[config.mk]
export PLATFORM = sky130hd
export DESIGN_NAME = pipe_hazard_ctrl
export DESIGN_NICKNAME = d
export VERILOG_FILES = /design/src/rtl/pipe_ctrl_pkg.sv /design/src/rtl/load_use_detect.sv /design/src/rtl/pipe_hazard_ctrl.sv
export SDC_FILE = /design/constraint.sdc
export NUM_CORES = 1
export LEC_CHECK = 0
export ABC_CLOCK_PERIOD_IN_PS = 3400
export BUFFER_PORTS_ARGS = -buffer_cell sky130_fd_sc_hd__buf_2
export CORE_ASPECT_RATIO = 0.7
export CORE_MARGIN = 4
export CORE_UTILIZATION = 53
export DETAILED_ROUTE_END_ITERATION = 10
export MAX_ROUTING_LAYER = met4
export PLACE_DENSITY = 0.84
export SLEW_MARGIN = 20
export SYNTH_ARGS = -nofsm -noshare
export SYNTH_HDL_FRONTEND = slang
export SYNTH_SLANG_ARGS = --single-unit
[constraint.sdc]
create_clock -name clk -period 3.4 [get_ports clk]
set_clock_uncertainty 0.1 [all_clocks]
set_input_delay 0.17 -clock clk [delete_from_list [all_inputs] [get_ports clk]]
set_output_delay 0.17 -clock clk [all_outputs]
set_load 0.01 [all_outputs]
[src/rtl/pipe_ctrl_pkg.sv]
// rtl/pipe_ctrl_pkg.sv - shared types and control-vector helpers for the pipeline hazard sequencer
package pipe_ctrl_pkg;

    typedef enum logic [1:0] {
        RUN      = 2'd0,
        MEM_WAIT = 2'd1,
        FAULT    = 2'd2
    } ctrl_state_t;

    localparam logic [4:0] REG_ZERO = 5'd0;

    typedef struct packed {
        logic pc_en;
        logic if_id_en;
        logic id_ex_en;
        logic ex_mem_en;
        logic mem_wb_en;
        logic if_id_flush;
        logic id_ex_flush;
        logic mem_wb_flush;
    } pipe_ctrl_t;

    localparam pipe_ctrl_t CTRL_IDLE = '0;

    // Normal issue decision: a taken branch squashes IF/ID and ID/EX (and wins over a
    // load-use stall, since the stalled ID instruction is wrong-path); a load-use hazard
    // holds PC and IF/ID for one cycle and injects a bubble into ID/EX.
    function automatic pipe_ctrl_t issue_ctrl(input logic branch_taken, input logic hazard);
        pipe_ctrl_t c;
        c = CTRL_IDLE;
        c.pc_en     = 1'b1;
        c.if_id_en  = 1'b1;
        c.id_ex_en  = 1'b1;
        c.ex_mem_en = 1'b1;
        c.mem_wb_en = 1'b1;
        if (branch_taken) begin
            c.if_id_flush = 1'b1;
            c.id_ex_flush = 1'b1;
        end else if (hazard) begin
            c.pc_en       = 1'b0;
            c.if_id_en    = 1'b0;
            c.id_ex_flush = 1'b1;
        end
        return c;
    endfunction

    // Data-memory wait: freeze the whole pipe and feed a bubble into MEM/WB so the
    // instruction already in WB is not written back twice.
    function automatic pipe_ctrl_t mem_stall_ctrl();
        pipe_ctrl_t c;
        c = CTRL_IDLE;
        c.mem_wb_flush = 1'b1;
        return c;
    endfunction

endpackage

[src/rtl/load_use_detect.sv]
// rtl/load_use_detect.sv - combinational load-use hazard detector between EX and ID
module load_use_detect
    import pipe_ctrl_pkg::*;
(
    input  logic       ex_mem_read,
    input  logic [4:0] ex_rd,
    input  logic [4:0] id_rs1,
    input  logic [4:0] id_rs2,
    output logic       hazard
);

    // x0 is hardwired zero, so a load targeting it never creates a dependency.
    assign hazard = ex_mem_read && (ex_rd != REG_ZERO) &&
                    ((ex_rd == id_rs1) || (ex_rd == id_rs2));

endmodule

[src/rtl/pipe_hazard_ctrl.sv]
// rtl/pipe_hazard_ctrl.sv - stall/flush sequencer with memory-wait timeout and perf counters
module pipe_hazard_ctrl
    import pipe_ctrl_pkg::*;
#(
    parameter int TIMEOUT = 64,
    parameter int CNT_W   = 32
) (
    input  logic             clk,
    input  logic             reset,
    input  logic [4:0]       id_rs1,
    input  logic [4:0]       id_rs2,
    input  logic [4:0]       ex_rd,
    input  logic             ex_mem_read,
    input  logic             ex_branch_taken,
    input  logic             mem_req,
    input  logic             mem_ready,
    output logic             pc_en,
    output logic             if_id_en,
    output logic             id_ex_en,
    output logic             ex_mem_en,
    output logic             mem_wb_en,
    output logic             if_id_flush,
    output logic             id_ex_flush,
    output logic             mem_wb_flush,
    output logic             mem_fault,
    output logic [CNT_W-1:0] stall_cycles,
    output logic [CNT_W-1:0] flush_events
);

    localparam int WC_W = $clog2(TIMEOUT) + 1;

    ctrl_state_t      state_q, state_d;
    logic [WC_W-1:0]  wait_cnt_q, wait_cnt_d;
    logic [CNT_W-1:0] stall_cycles_q, stall_cycles_d;
    logic [CNT_W-1:0] flush_events_q, flush_events_d;
    pipe_ctrl_t       ctrl;
    logic             fault;
    logic             hazard;

    load_use_detect u_load_use_detect (
        .ex_mem_read (ex_mem_read),
        .ex_rd       (ex_rd),
        .id_rs1      (id_rs1),
        .id_rs2      (id_rs2),
        .hazard      (hazard)
    );

    // Next-state and control outputs; reset forces a quiet pipe regardless of state.
    always_comb begin
        state_d    = state_q;
        wait_cnt_d = wait_cnt_q;
        ctrl       = CTRL_IDLE;
        fault      = 1'b0;
        case (state_q)
            RUN: begin
                if (mem_req && !mem_ready) begin
                    ctrl       = mem_stall_ctrl();
                    state_d    = MEM_WAIT;
                    wait_cnt_d = '0;
                end else begin
                    ctrl = issue_ctrl(ex_branch_taken, hazard);
                end
            end
            MEM_WAIT: begin
                wait_cnt_d = wait_cnt_q + WC_W'(1);
                if (mem_ready) begin
                    ctrl    = issue_ctrl(ex_branch_taken, hazard);
                    state_d = RUN;
                end else begin
                    ctrl = mem_stall_ctrl();
                    if (wait_cnt_d == WC_W'(TIMEOUT - 1)) begin
                        state_d = FAULT;
                    end
                end
            end
            FAULT: begin
                fault = 1'b1;
            end
            default: begin
                state_d = RUN;
            end
        endcase
        if (reset) begin
            ctrl  = CTRL_IDLE;
            fault = 1'b0;
        end
    end

    // Saturating performance counters; FAULT cycles are deliberately not counted.
    always_comb begin
        stall_cycles_d = stall_cycles_q;
        flush_events_d = flush_events_q;
        if (state_q != FAULT) begin
            if (!ctrl.pc_en && (stall_cycles_q != {CNT_W{1'b1}})) begin
                stall_cycles_d = stall_cycles_q + CNT_W'(1);
            end
            if ((ctrl.if_id_flush || ctrl.id_ex_flush) && (flush_events_q != {CNT_W{1'b1}})) begin
                flush_events_d = flush_events_q + CNT_W'(1);
            end
        end
    end

    // State, wait counter and counters; synchronous active-high reset.
    always_ff @(posedge clk) begin
        if (reset) begin
            state_q        <= RUN;
            wait_cnt_q     <= '0;
            stall_cycles_q <= '0;
            flush_events_q <= '0;
        end else begin
            state_q        <= state_d;
            wait_cnt_q     <= wait_cnt_d;
            stall_cycles_q <= stall_cycles_d;
            flush_events_q <= flush_events_d;
        end
    end

    assign pc_en        = ctrl.pc_en;
    assign if_id_en     = ctrl.if_id_en;
    assign id_ex_en     = ctrl.id_ex_en;
    assign ex_mem_en    = ctrl.ex_mem_en;
    assign mem_wb_en    = ctrl.mem_wb_en;
    assign if_id_flush  = ctrl.if_id_flush;
    assign id_ex_flush  = ctrl.id_ex_flush;
    assign mem_wb_flush = ctrl.mem_wb_flush;
    assign mem_fault    = fault;
    assign stall_cycles = stall_cycles_q;
    assign flush_events = flush_events_q;

endmodule

==> run metrics <==
Yosys reg bits between 70 and 80; DRC violation count after routing 0; Post-CTS Setup Inserts 0; post-synthesis sequential area ratio around 36%; vias in the first global route roughly 3800; clock sink count 73; DR vias/cell roughly 6; Clk Tree Root Cell clkbuf_8; pre-CTS WS 0.8237 ns; Worst setup SP type flop; pin count of the biggest net entering global routing slightly below 80; initial antenna violation count 0; Worst-Skew Late Latency approximately 0.35 ns; CTS clk-pin slew, worst paths about 0.08 ns; CP max stage delay between 0.5 and 0.6 ns; GP Congestion around 0.84; status finished clean; Synth top area share a little over a third; site row count 26; cell mode on critical path buf_4; CP arrival around 2.7 ns; Core ar. 7417 µm²; Synth warnings 0; largest cells by area after synthesis dfxtp_1 (36%), a21oi_1 (5.5%), o31ai_1 (5.1%); final worst-path cycle share 77.40%; slew at the pin with the worst max-slew slack 0.8007 ns; power consumption 1.782 mW; Layout area overhead 17.11%; global-route wire length before repair approximately 18 mm; final net count approximately 600; max-cap violation count 0; Fin Setup TNS 0 ns; number of synthesized flops with an enable pin 0; hold crit path type in2reg; share of cells above drive strength 1 about 23%; top cells by count, synth dfxtp_1 (73), a21oi_1 (45), nor2_1 (42), nand2_1 (38), o31ai_1 (28); Final Hold Slack between 0.03 and 0.04 ns; setup ws final just under 0.8 ns; Avg WL per Cell between 15 and 20 µm; final hold violations 0; fmax between 0.3 and 0.4 GHz; FILL cells around 640; Inserted Diodes 0; Worst slew margin 46.45%; Main synth FF type dfxtp_1; gr usage total 24.58%; count leader, synth dfxtp_1; Yosys cell types 57; Post-DP HPWL 7.884 mm; number of buffers created by CTS 9; Max clock buf depth 2; pwr dens ~370 nW/µm²; WP data required between 3 and 4 ns; Max FO, Critical Path 15; Tmin final 2.632 ns; Cell Area, Synth approximately 4100 µm²; PortBufs between 90 and 100; FFs w/ async S/R, synth 0%; Static Leak approximately 1.8 nW; DRT Wirelength between 10 and 15 mm; Yosys top cell by area dfxtp_1; Starting Density a little under three fifths; Post-DRT Antenna Nets 0; critical path cell sequence nand4_1, nor4_2, and4_1, buf_4, buf_4, or4_1, a21oi_1; router iterations before antenna repair 5; CP Class reg2reg; mean post-synth cell area around 8.3 µm²; die height between 80 and 90 µm; Die ar. around 9200 µm²; RSZ-0062 raised after global routing no; # setup viols final 0; Synth Net Count ~520; number of DRC markers in iteration 0 roughly 270; die width 113.1 µm; final slew viol count 0; Max VDD drop 0.0002573 V; CTS H-tree lvls 3; GRT Residual Overflow 0; FF+latch area between 1000 and 1500 µm²; Via Count around 4200; cells after synthesis between 400 and 500; critical path endpoint category flop; multi-input logic area between 2000 and 2500 µm²; CTS tree yes; io pins 94; post_cts resized 0; CTS hold repair buffers 0; Slowest-stage cell, CP and4_1
==> where the power goes <==
group          internal, mW  switching [mW]
Clock                 0.455           0.327
Sequential            0.860         0.00760
Combinational        0.0465          0.0862
==> cell type report <==
class                           instances  area share, %
Clock buffer                           12          3.230
Clock inverter                          4          1.537
Inverter                               12         0.9377
Multi-Input combinational cell        383          50.53
Sequential cell                        73          30.42
Tap cell                               98          2.553
Timing Repair Buffer                  100          10.78
==> path summary, 6_finish.rpt <==
| check | depth (start not counted) | to | slack [ns] | start |
|---|---|---|---|---|
| setup / recovery | 7 | stall_cycles[12]$_SDFFE_PP0P_ | 0.77 | stall_cycles[3]$_SDFFE_PP0P_ |
| hold / removal | 4 | state_q[1]$_SDFFE_PP0P_ | 0.03 | mem_ready |
| setup reg to reg | 7 | stall_cycles[12]$_SDFFE_PP0P_ | 0.77 | stall_cycles[3]$_SDFFE_PP0P_ |
| hold reg to reg | 2 | stall_cycles[29]$_SDFFE_PP0P_ | 0.40 | stall_cycles[29]$_SDFFE_PP0P_ |
==> kinds of logic (layout without fill, tap and decap cells) <==
kind of cell,count (synthesis),count (layout),share of synthesized area [%]
compound gates,120,120,19.59
xor+xnor,16,16,3.417
fa+ha+maj,4,4,1.220
simple gates,229,229,31.18
buf+inv,41,128,5.186
flops,73,73,35.63
mux,14,14,3.783
==> flip-flops by register name, summed over array words and instances (netlist names) <==
name          flops
stall_cycles     32
flush_events     32
wait_cnt_q        7
state_q           2
==> critical path, delay by kind of cell, from the launching register on <==
| kind | cells | cell delay (ns) |
|---|---|---|
| AO/OA/AOI/OAI | 1 | 0.06 |
| buffers and inverters | 2 | 0.45 |
| flip-flops | 1 | 0.46 |
| AND/OR/NAND/NOR | 4 | 1.41 |
==> cell usage in the layout, fill, tap and decap left out, drive strengths merged, types with 3 or more instances in the layout <==
master / n
dfxtp: 73
o21bai: 3
nor4: 13
nor2b: 13
o21ai: 15
nor3: 5
and3: 10
nand4: 22
and4: 6
buf: 100
xnor2: 13
o211ai: 4
ha: 4
nand3: 24
or3: 18
o311ai: 3
xor2: 3
nand2: 38
nor2: 42
o31ai: 28
inv: 13
a21oi: 46
o41ai: 5
o21a: 5
mux2: 12
or4: 26
clkbuf: 12
nand2b: 3
==> metrics by stage <==
stage | instances | utilization [%] | cell area [µm²]
after floorplan | 497 | - | 4101
after global placement | 666 | 61.67 | 4574
after detailed placement | 666 | 61.67 | 4574
after CTS | 682 | 64.76 | 4803
after global routing | 682 | 64.76 | 4803
final | 682 | 64.76 | 4803
==> routing by layer <==
layer / vias up / track usage [%] / wire length (µm)
li1: 2038 / - / -
met1: 1983 / 31.88 / 4981
met2: 181 / 39.54 / 4974
met3: 12 / 6.259 / 1000
met4: 0 / 4.562 / 85
met5: - / - / 0
(Power assumes the default switching activity.)
